$ cat config.mk
export PLATFORM = sky130hd
export DESIGN_NAME = alarm_controller
export DESIGN_NICKNAME = d
export VERILOG_FILES = /design/src/rtl/alarm_controller.sv
export SDC_FILE = /design/constraint.sdc
export NUM_CORES = 1
export LEC_CHECK = 0
export CAP_MARGIN = 10
export CORE_UTILIZATION = 50
export CTS_CLUSTER_SIZE = 8
export DETAILED_ROUTE_END_ITERATION = 8
export MAX_ROUTING_LAYER = met4
export PLACE_DENSITY_LB_ADDON = 0.2
export REMOVE_ABC_BUFFERS = 1
export SLEW_MARGIN = 20
export SYNTH_ARGS = -nofsm -noshare
export SYNTH_HDL_FRONTEND = slang
export SYNTH_SLANG_ARGS = --single-unit
$ cat constraint.sdc
create_clock -name CLK100MHZ -period 2.8 [get_ports CLK100MHZ]
set_clock_uncertainty 0.1 [all_clocks]
set_input_delay 0.84 -clock CLK100MHZ [delete_from_list [all_inputs] [get_ports CLK100MHZ]]
set_output_delay 0.84 -clock CLK100MHZ [all_outputs]
set_load 0.03 [all_outputs]
$ cat src/rtl/alarm_controller.sv
// Alarm controller: arms on alarm_en, rings at the stored hh:mm:00, optional snooze (define ALARM_SNOOZE_EN).
// Latency: status outputs are registered one cycle after the causing event; reset is async, active-low.
module alarm_controller #(
    parameter int SNOOZE_MIN     = 5,
    parameter int RING_TIMEOUT_S = 60,
    parameter int BEEP_DIV       = 50000
) (
    input  logic       CLK100MHZ,
    input  logic       CPU_RESETN,
    input  logic [2:0] state,
    input  logic [5:0] seconds,
    input  logic [5:0] minutes,
    input  logic [4:0] hours,
    input  logic [5:0] inalarm_minutes,
    input  logic [4:0] inalarm_hours,
    input  logic       alarm_en,
    input  logic       stop_btn,
    input  logic       snooze_btn,
    output logic [5:0] alarm_minutes,
    output logic [4:0] alarm_hours,
    output logic       ringing,
    output logic       snooze_active,
    output logic       buzzer
);
    localparam logic [2:0] SET_TIME  = 3'b010;
    localparam logic [2:0] SET_ALARM = 3'b011;
    localparam int DIV_W = (BEEP_DIV > 1) ? $clog2(BEEP_DIV) : 1;
    localparam logic [DIV_W-1:0] DIV_LAST = DIV_W'(BEEP_DIV - 1);
    localparam logic [7:0] RING_LOAD = 8'(RING_TIMEOUT_S);
    localparam logic [11:0] SNZ_LOAD = 12'(SNOOZE_MIN * 60);

    typedef enum logic [1:0] {IDLE, ARMED, RINGING, SNOOZE} fsm_t;

    fsm_t             fsm, fsm_nxt;
    logic [5:0]       sec_prev;
    logic             stop_prev;
    logic [7:0]       ring_cnt;
    logic [DIV_W-1:0] div;
    logic             sec_tick, stop_edge, snooze_edge, match;

    assign sec_tick  = (seconds != sec_prev) && (state != SET_TIME);
    assign stop_edge = stop_btn & ~stop_prev;
    // Range guard keeps transient 60/24 counter values from ever matching.
    assign match = sec_tick && (seconds == 6'd0) && (minutes <= 6'd59) && (hours <= 5'd23)
                   && (minutes == alarm_minutes) && (hours == alarm_hours);

`ifdef ALARM_SNOOZE_EN
    logic        snooze_prev;
    logic [11:0] snz_cnt;
    assign snooze_edge = snooze_btn & ~snooze_prev;
`else
    logic unused_snooze;
    assign unused_snooze = snooze_btn ^ SNZ_LOAD[0];
    assign snooze_edge   = 1'b0;
    assign snooze_active = 1'b0;
`endif

    always_comb begin
        fsm_nxt = fsm;
        if (!alarm_en) begin
            fsm_nxt = IDLE;
        end else if (state == SET_ALARM) begin
            fsm_nxt = ARMED;
        end else begin
            case (fsm)
                IDLE:    fsm_nxt = ARMED;
                ARMED:   if (match) fsm_nxt = RINGING;
                RINGING: begin
                    if (stop_edge)                           fsm_nxt = ARMED;
                    else if (snooze_edge)                    fsm_nxt = SNOOZE;
                    else if (sec_tick && ring_cnt == 8'd1)   fsm_nxt = ARMED;
                end
`ifdef ALARM_SNOOZE_EN
                SNOOZE: begin
                    if (stop_edge)                           fsm_nxt = ARMED;
                    else if (sec_tick && snz_cnt == 12'd1)   fsm_nxt = RINGING;
                end
`endif
                default: fsm_nxt = IDLE;
            endcase
        end
    end

    always_ff @(posedge CLK100MHZ or negedge CPU_RESETN) begin
        if (!CPU_RESETN) begin
            fsm           <= IDLE;
            sec_prev      <= '0;
            stop_prev     <= 1'b0;
            alarm_minutes <= '0;
            alarm_hours   <= '0;
            ring_cnt      <= '0;
            div           <= '0;
            ringing       <= 1'b0;
            buzzer        <= 1'b0;
`ifdef ALARM_SNOOZE_EN
            snooze_prev   <= 1'b0;
            snz_cnt       <= '0;
            snooze_active <= 1'b0;
`endif
        end else begin
            fsm       <= fsm_nxt;
            sec_prev  <= seconds;
            stop_prev <= stop_btn;
            ringing   <= (fsm_nxt == RINGING);
            if (state == SET_ALARM) begin
                if (inalarm_minutes <= 6'd59) alarm_minutes <= inalarm_minutes;
                if (inalarm_hours <= 5'd23)   alarm_hours   <= inalarm_hours;
            end
            // Entering RINGING (from ARMED or snooze expiry) restarts the timeout and the tone phase.
            if (fsm_nxt == RINGING) begin
                if (fsm != RINGING) begin
                    ring_cnt <= RING_LOAD;
                    div      <= '0;
                    buzzer   <= 1'b0;
                end else begin
                    if (sec_tick) ring_cnt <= ring_cnt - 8'd1;
                    if (div == DIV_LAST) begin
                        div    <= '0;
                        buzzer <= ~buzzer;
                    end else begin
                        div <= div + 1'b1;
                    end
                end
            end else begin
                div    <= '0;
                buzzer <= 1'b0;
            end
`ifdef ALARM_SNOOZE_EN
            snooze_prev   <= snooze_btn;
            snooze_active <= (fsm_nxt == SNOOZE);
            if (fsm_nxt == SNOOZE) begin
                if (fsm != SNOOZE)  snz_cnt <= SNZ_LOAD;
                else if (sec_tick)  snz_cnt <= snz_cnt - 12'd1;
            end
`endif
        end
    end
endmodule
==> results_dict.tcl, run 1 <==
set metrics [dict create \
    cts-buffers-inserted 5 \
    final_common_cell "dfrtp_1" \
    drv_slew 0 \
    grt_max_degree 23 \
    clk_path_buf_depth 2 \
    drtPass1Iterations 6 \
    antenna_left 0 \
    start_util_pct 53.3 \
    path_class "in2reg" \
    yosys.area.top_type "dfrtp_1" \
    period_share_pct 103 \
    htreeDepth 2 \
    yosys_warnings 0 \
    viasPerCell 5.39 \
    grt_util_all_layers_pct 23.6 \
    clock.fmax_mhz 347 \
    violations "design-rule violations, negative setup slack" \
    root_buffer "clkbuf_8" \
    fillers 329 \
    layout.nets 346 \
    via_count 1940 \
    cpPeakStageDelay_ns 0.60 \
    fin_util_pct 72.8 \
    start_kind "input port" \
    most-common-layout-cells "dfrtp_1 (46), clkdlybuf4s50_1 (35), nor2_1 (32), buf_4 (25), nand2_1 (20)" \
    synth_top_area_share_pct 48.2 \
    wire_per_inst_um 14.5 \
    area_growth_pct 36.4 \
    cap_violations 0 \
    r2r-start "ring_cnt[4]" \
    drt-met1-wl_um 2270 \
    cp_slowest_cell "or4_4" \
    cts_sinks 46 \
    synth_area_leaders "dfrtp_1 (48%), xnor2_1 (5.9%), nor2_1 (5.0%), xor2_1 (4.8%), mux2_2 (4.2%)" \
    die_w_um 71.1 \
    worstPathRequired_ns 2.89 \
    irDropWorstVdd_mv 0.382 \
    synth.distinct_cells 44 \
    tns_ns -0.225 \
    setup_viol 5 \
    die_h_um 71.1 \
    end_kind "flip-flop" \
    synthArstFlopShare_pct 100 \
    diodes 0 \
    power_per_cell_area_nw_per_um2 476 \
    worstPathMaxFanout 3 \
    antenna_found_initial 0 \
    synth_flop_cell "dfrtp_1" \
    drc 4 \
    grt_pass1_vias 1972 \
    crit_family "simple AND/OR/NAND/NOR gates" \
    worstSkewPairLatency_ns 0.30 \
    synth_edf_count 0 \
    synth_area_per_cell_um2 10.4 \
    path_buf_inv 1 \
    cp_cell_sequence "dlygate4sd2_1 > xor2_1 > nor4_2 > o2111ai_2 > or4_4 > a2111oi_4 > mux2_4" \
    top_layer "met4" \
    dieArea_um2 5050 \
    status "finished with violations" \
    cp-startpoint "minutes[4]" \
    dp_hpwl_um 3870 \
    ioPinCount 50 \
    period_needed_ns 2.88 \
    power.leakage_nw 1.37 \
    routed-wl-met3_um 184 \
    fin_ws_ns -0.0831 \
    hold_path_class "reg2reg" \
    synth_cells 230 \
    gp_congestion 0.840 \
    wl_um 5210 \
    overflow 0 \
    synth_seq_cells 46 \
    grt_pass1_wl_um 8940 \
    ys_seq_area_share_pct 48.2 \
    path_clk_slew_ns 0.09 \
    drtIter0Drc 109 \
    synth_area_um2 2390 \
    min-delay-start "div[0]" \
    io_buffers 47 \
    rows 24 \
    finalHoldViolCount 0 \
    rsz0062_at_grt "true" \
    cts_tree "yes" \
    met2RoutedLength_um 2650 \
    drive_gt1_share_pct 21.4 \
    arrival_ns 2.97 \
    core_area_um2 4470 \
]
==> what timing repair did <==
| action | CTS | global route |
|---|---|---|
| gates resized for setup | 29 | 9 |
| setup buffers | 4 | 0 |
| setup endpoints to repair | 10 | 9 |
| pin swaps | 8 | 7 |
| hold buffers | 0 | 0 |
| hold endpoints to repair | 0 | 0 |
==> power breakdown <==
group	leakage (nW)	switching (W)	internal (W)	total, W
Clock	0.0524	0.000214	0.000267	0.000482
Combinational	0.726	0.000162	0.000163	0.000324
Sequential	0.588	0.0000392	0.000704	0.000743
Total	1.37	0.000415	0.00113	0.00155
==> state kept, by name, indices dropped and copies added, names as in the netlist <==
| signal | cells |
|---|---|
| stop_prev | 1 |
| div | 16 |
| ring_cnt | 8 |
| buzzer | 1 |
| fsm | 2 |
| ringing | 1 |
| alarm_hours | 5 |
| sec_prev | 6 |
| alarm_minutes | 6 |
==> cells in the mapped netlist, types with 2 or more instances <==
cell	n
nand3_1	10
mux2i_1	3
inv_1	8
o22a_1	4
nor2_1	32
or4_1	2
nor3_1	6
xor2_1	13
xnor2_1	16
nor4b_1	3
nand2b_1	7
dfrtp_1	46
and3_1	2
a21oi_1	5
nand3b_1	2
mux2_2	9
nand4_1	5
nand2_1	21
o22ai_1	2
buf_4	2
ha_1	3
nor4_1	3
or4_4	2
o2111ai_1	2
nand4b_1	2
a2111oi_4	2
==> final cells by class <==
| cell class | instances | area (µm²) | share of cell area [%] |
|---|---|---|---|
| clock buffer | 7 | 76.3 | 2.34 |
| clock inverter | 1 | 30.0 | 0.922 |
| inverter | 8 | 30.0 | 0.922 |
| multi-input combinational | 171 | 1220 | 37.4 |
| sequential | 46 | 1150 | 35.4 |
| tap | 52 | 65.1 | 2.00 |
| timing repair buffer | 75 | 684 | 21.0 |
==> layer usage <==
layer  global-route usage (%)  up-vias
li1                         -      964
met4                     7.56        0
met3                     5.13       11
met2                     40.1       33
met5                        -        -
met1                     28.1      932
==> cell families (layout without fill, tap and decap cells) <==
kind of cell / count (synthesis) / after routing / synth area share [%]
muxes: 13 / 13 / 5.98
xor gates and xnor gates: 29 / 29 / 10.6
AOI/OAI and AO/OA: 24 / 24 / 9.07
buffers and inverters: 13 / 91 / 2.46
adders and majority gates: 3 / 3 / 1.57
other: 1 / 1 / 0.157
DFF: 46 / 46 / 48.2
and+or+nand+nor: 101 / 101 / 21.9
==> path summary, 6_finish.rpt <==
check                                    to  slack, ns  depth (start not counted)
setup / recovery                ring_cnt[5]      -0.08                          7
hold / removal                       div[0]       0.38                          1
setup reg to reg                ring_cnt[2]       0.20                          6
hold reg to reg                      div[0]       0.38                          1
max in group asynchronous  alarm_minutes[0]       1.63                          2
min in group asynchronous       sec_prev[1]       0.39                          1
==> metrics by stage <==
| step | total power [W] | area, µm² | setup WS, ns | instances | hold WS (ns) |
|---|---|---|---|---|---|
| final | 0.00155 | 3260 | -0.0831 | 360 | 0.378 |
| after global routing | 0.00162 | 3260 | -0.154 | 360 | 0.404 |
| after CTS | 0.00156 | 3230 | -0.179 | 360 | 0.384 |
| after detailed placement | 0.00108 | 3080 | -0.916 | 348 | 0.373 |
| after global placement | 0.00107 | 3080 | -0.859 | 348 | 0.370 |
| after floorplan | 0.000904 | 2360 | -0.356 | 225 | 0.355 |
(Power assumes the default switching activity.)
==> run 2: changes to the inputs <==
ABC_AREA = 1   (was unset)
SETUP_SLACK_MARGIN = 0.5   (was unset)
==> run 2 against run 1 <==
The flow now finishes without violations. Count of clock-buffer cells in the layout decreased by 2. Highest routed layer unchanged. Core utilization decreased by 3.4 points. Sequential power increased by 3.9%.
==> results_dict.tcl, run 2 <==
set metrics [dict create \
    status "complete, no violations" \
    path_class "in2reg" \
    path_buf_inv 2 \
    cp_slowest_cell "clkdlybuf4s50_1" \
    fin_ws_ns 0.530 \
    cts_sinks 46 \
    largest_reg_flops 16 \
    p_sw_w 0.000491 \
    grt_pass1_wl_um 9890 \
    comb_power_share_pct 25.8 \
    antenna_found_initial 0 \
    start_util_pct 53.3 \
    dpl_worst_slack_ns -0.0101 \
    diodes 0 \
    worstPathRequired_ns 2.91 \
    ioPinCount 50 \
    synth_area_leaders "dfrtp_1 (45%), nand2_1 (11%), inv_1 (7.0%), nand3_1 (6.2%), nor2_1 (6.0%)" \
    period_needed_ns 2.27 \
    setup_viol 0 \
    path_clk_slew_ns 0.08 \
    power.leakage_nw 1.62 \
    reg.largest.list "div x16, ring_cnt x8" \
    wl_um 5900 \
    worstPathMaxFanout 5 \
    netlist_top_cells_count "nand2_1 (76), inv_1 (48), dfrtp_1 (46)" \
    start_kind "input port" \
    grt_pass1_vias 2222 \
    cts_hold_buf 0 \
    tns_ns 0 \
    intPower_w 0.00106 \
    synth.distinct_cells 29 \
    routed-wl-met3_um 250 \
    area_growth_pct 29.9 \
    synth_flop_cell "dfrtp_1" \
    ys_seq_area_share_pct 44.5 \
    drc 0 \
    arrival_ns 2.38 \
    synth_area_per_cell_um2 7.74 \
    synthXorXnorAreaFrac_pct 5.08 \
    synth.mux.area_fraction_pct 3.05 \
    drtIter0Drc 148 \
    hold_path_class "reg2reg" \
    cap_violations 0 \
    max_flop_register "div" \
    irDropWorstVdd_mv 0.248 \
    synth_edf_count 0 \
    synth_area_um2 2590 \
    root_buffer "clkbuf_8" \
    met2RoutedLength_um 2810 \
    die_h_um 73.9 \
    drt-met1-wl_um 2710 \
    antenna_left 0 \
    synthSimpleGateAreaFrac_pct 33.8 \
    drv_slew 0 \
    cpPeakStageDelay_ns 0.41 \
    clk_path_buf_depth 2 \
    dp_hpwl_um 4210 \
    drive_gt1_share_pct 12.8 \
    clkPwrFrac_pct 24.4 \
    grt_max_degree 31 \
    core_area_um2 4850 \
    synth_compound_area_share_pct 4.02 \
    max_slew.worst_pin.slew_ns 0.651 \
    top_layer "met4" \
    htreeDepth 2 \
    switching_share_pct 31.7 \
    yosys.area.top_type "dfrtp_1" \
    io_buffers 47 \
    wire_per_inst_um 12.7 \
    end_kind "flip-flop" \
    dieArea_um2 5460 \
    synth_seq_cells 46 \
    yosys_warnings 0 \
    rows 25 \
    drtPass1Iterations 4 \
    period_share_pct 81.1 \
    cpMostUsedCell "nand3_1" \
    gp_congestion 0.892 \
    synthArstFlopShare_pct 100 \
    cp_cell_sequence "clkdlybuf4s50_1 > xor2_1 > nor2_1 > nand3_1 > nor2_2 > nand3_1 > nand2_2 > buf_8 > nand2_8 > nor3_1" \
    power_per_cell_area_nw_per_um2 461 \
    cts_tree "yes" \
    synth_top_family_by_area "simple AND/OR/NAND/NOR gates" \
    seqPwrFrac_pct 49.8 \
    finalHoldViolCount 0 \
    rsz0062_at_grt "true" \
    synth_adder_area_share_pct 1.45 \
    crit_family "simple AND/OR/NAND/NOR gates" \
    yosys.cell_count.top_type "nand2_1" \
    cts-buffers-inserted 5 \
    worstSkewPairLatency_ns 0.30 \
    die_w_um 73.9 \
    synth_cells 334 \
    synth_top_area_share_pct 44.5 \
    most-common-layout-cells "nand2_1 (76), inv_1 (48), dfrtp_1 (46), nor2_1 (40), nand3_1 (31)" \
    layout.nets 437 \
    viasPerCell 5.05 \
    max-slew-margin-rel_pct 56.6 \
    via_count 2350 \
    final_common_cell "nand2_1" \
    grt_util_all_layers_pct 24.7 \
    overflow 0 \
    clock.fmax_mhz 441 \
]
## run 2: cell count changes in the layout (fill, tap and decap cells not counted), moves of 7 or more
cell / previous run / this run
nand2b_1: 7 / 0
dlygate4sd2_1: 5 / 24
inv_1: 7 / 48
o21ai_0: 1 / 8
xnor2_1: 16 / 8
buf_4: 25 / 10
nor2_1: 32 / 40
nand4_1: 5 / 13
nand2_1: 20 / 76
clkdlybuf4s50_1: 35 / 18
nand3_1: 10 / 31
## run 2: area by class of cell
class | count | area (µm²)
clock buffer | 5 | 68.8
timing repair buffer | 59 | 543
clock inverter | 2 | 10.0
inverter | 48 | 180
multi-input combinational | 238 | 1320
fill | 405 | 1490
sequential | 46 | 1150
tap | 67 | 83.8
## run 2: tightest hold or removal path: cells and delay by family (launching register included)
kind | cells | cell delay, ns
AND/OR/NAND/NOR | 2 | 0.11
flip-flops | 1 | 0.36
## run 2: power by group through the flow
stage / combinational [W] / sequential (W) / clock, W
after floorplan: 0.000166 / 0.000842 / 0
after global placement: 0.000401 / 0.000783 / 0
after detailed placement: 0.000411 / 0.000787 / 0
after CTS: 0.000398 / 0.000772 / 0.000395
after global routing: 0.000438 / 0.000782 / 0.000420
final: 0.000400 / 0.000772 / 0.000378
## run 2: worst paths after layout
check	startpoint	slack (ns)	endpoint	cells after the start
worst max-delay path	hours[2]	0.53	div[15]	10
worst min-delay path	ring_cnt[7]	0.40	ring_cnt[7]	2
min in group asynchronous	CPU_RESETN	0.46	div[1]	1
max in group asynchronous	CPU_RESETN	1.55	div[15]	2
worst min register to register	ring_cnt[7]	0.40	ring_cnt[7]	2
worst max register to register	fsm[0]	0.79	ring_cnt[6]	6
## run 2: kinds of logic after synthesis
family / after synthesis
muxes: 7
xor gates and xnor gates: 15
AOI/OAI and AO/OA: 17
adders and majority gates: 3
DFF: 46
buffers and inverters: 52
and+or+nand+nor: 193
other: 1
## run 2: timing repair
| item | 4_1_cts | 5_1_grt |
|---|---|---|
| setup endpoints to repair | 38 | 18 |
| resized for setup | 40 | 7 |
| gates cloned | 2 | 0 |
| setup buffers | 1 | 0 |
| pin swaps | 15 | 6 |
## run 2: routing by layer
metal / vias to the layer above / global-route usage, %
met1: 1083 / 30.1
met4: 0 / 10.0
met3: 13 / 3.70
met2: 63 / 41.0
met5: - / -
li1: 1191 / -
## run 2: through the flow
stage	hold slack (ns)	cells	power [W]	area, µm²	utilization [%]
2_1_floorplan	0.342	330	0.00101	2560	-
3_3_place_gp	0.356	455	0.00118	3190	65.8
3_5_place_dp	0.368	455	0.00120	3190	65.8
4_1_cts	0.389	465	0.00157	3340	68.8
5_1_grt	0.423	465	0.00164	3360	69.3
6_report	0.399	465	0.00155	3360	69.3
==> run 3: changes to the inputs <==
CORE_UTILIZATION = 47   (was 50)
clock period = 2 ns   (was 2.8 ns; I/O delays follow)
==> run 3 against run 2 <==
Cell count up 7.1%. Worst setup slack worse by 0.33 ns. Non-clock buffer count up 31. Clock power up 42%. Sequential power up 42%. Flip-flop and latch count unchanged. Critical path depth down 3. Power up 49%. Largest cell class unchanged.
==> results_dict.tcl, run 3 (same netlist as run 2, synthesis figures left out) <==
set metrics [dict create \
    status "complete, no violations" \
    cpPeakStageDelay_ns 0.45 \
    rows 26 \
    layout.nets 467 \
    cts_sinks 46 \
    path_class "in2reg" \
    antenna_left 0 \
    wl_um 6900 \
    grt_pass1_wl_um 11200 \
    cp_cell_sequence "clkdlybuf4s50_1 > a21oi_2 > nand2_2 > a21oi_4 > buf_6 > nand2_8 > nor3_2" \
    gp_congestion 0.838 \
    worstPathMaxFanout 10 \
    hold_path_class "in2async" \
    die_h_um 76.2 \
    fin_area_um2 3750 \
    power.leakage_nw 1.81 \
    io_buffers 47 \
    largest_reg_flops 16 \
    r2r-start "div[9]" \
    die_w_um 76.2 \
    core_area_um2 5200 \
    grt_util_all_layers_pct 24.6 \
    grt_pass1_vias 2567 \
    irDropWorstVdd_mv 0.502 \
    ioPinCount 50 \
    rsz0062_at_grt "true" \
    crit_cells 7 \
    worstSkewPairLatency_ns 0.30 \
    drc 0 \
    final_common_cell "nand2_1" \
    dieArea_um2 5800 \
    drtIter0Drc 139 \
    viasPerCell 5.15 \
    power_per_cell_area_nw_per_um2 618 \
    worstPathRequired_ns 2.10 \
    period_share_pct 90.0 \
    rr_worst_depth 5 \
    wire_per_inst_um 13.9 \
    diodes 0 \
    dp_hpwl_um 4190 \
    drtPass1Iterations 4 \
    antenna_found_initial 0 \
    cts-buffers-inserted 5 \
    root_buffer "clkbuf_8" \
    start_kind "input port" \
    period_needed_ns 1.80 \
    via_count 2566 \
    overflow 0 \
    max_slew.worst_pin.slew_ns 0.552 \
    clk_path_buf_depth 2 \
    path_buf_inv 2 \
    worstReg2RegEnd "div[8]" \
    max-slew-margin-rel_pct 63.1 \
    reg.largest.list "div x16, ring_cnt x8" \
    finalHoldViolCount 0 \
    area_growth_pct 45.1 \
    fin_ws_ns 0.200 \
    drive_gt1_share_pct 34.6 \
    drv_slew 0 \
    cap_violations 0 \
    r2r_setup_slack_ns 0.20 \
    arrival_ns 1.90 \
    cts_tree "yes" \
    hold_ws_ns 0.156 \
    cp_slowest_cell "clkdlybuf4s50_1" \
    max_flop_register "div" \
    path_clk_slew_ns 0.09 \
    cts_hold_buf 0 \
    grt_max_degree 47 \
    dpl-instance-area_um2 3240 \
    dpl_worst_slack_ns -0.534 \
    start_util_pct 49.7 \
    end_kind "flip-flop" \
    crit_family "buffers and inverters" \
    htreeDepth 2 \
    clock.fmax_mhz 556 \
    most-common-layout-cells "nand2_1 (68), dfrtp_1 (46), inv_1 (41), buf_4 (33), nor2_1 (32)" \
    setup_viol 0 \
]
## run 3: changes by cell type in the layout (fill, tap and decap cells not counted), sizes merged, moves of 2 or more
cell and delta:
buf +54, dlygate4sd2 -17, clkdlybuf4s50 -11, clkbuf +8, clkdlybuf4s15 -2, clkinv -2
## run 3: report_power, final
part	leakage, nW	switching (W)	internal [W]
sequential	0.589	0.0000875	0.00101
clock	0.0383	0.000296	0.000241
combinational	1.19	0.000345	0.000340
## run 3: what timing repair did
action                     CTS  global route
cloned                       1             0
buffers inserted            12            16
pin swaps                   55            36
resized for setup          189            47
setup endpoints to repair   52            46
## run 3: layout make-up
cell class	instances	area (µm²)
Inverter	48	186
Sequential cell	46	1150
Multi-Input combinational cell	237	1460
Fill cell	387	1450
Timing Repair Buffer	90	788
Clock buffer	7	76.3
Tap cell	70	87.6
## run 3: metrics by stage
stage | cells | util (%) | total power (W) | setup TNS (ns)
detailed placement | 462 | 62.2 | 0.00169 | -14.31
CTS | 482 | 67.7 | 0.00226 | 0
global placement | 462 | 62.2 | 0.00167 | -12.09
floorplan | 330 | - | 0.00141 | 0
global route | 498 | 72.1 | 0.00245 | 0
finish | 498 | 72.1 | 0.00232 | 0
## run 3: layer usage
| layer | global-route usage (%) | wire (µm) | vias up |
|---|---|---|---|
| met1 | 29.3 | 2820 | 1220 |
| li1 | - | - | 1258 |
| met2 | 41.7 | 3680 | 68 |
| met3 | 4.91 | 268 | 20 |
| met5 | - | 0 | - |
| met4 | 8.08 | 124 | 0 |
## run 3: worst max path at each step
stage,from,endpoint,slack [ns]
final,stop_btn,div[7],0.20
after global routing,fsm[1],div[8],0.11
after CTS,hours[3],ring_cnt[1],0.23
after detailed placement,seconds[5],div[8],-0.53
after global placement,hours[0],div[8],-0.43
after floorplan,seconds[0],ring_cnt[0],0.12
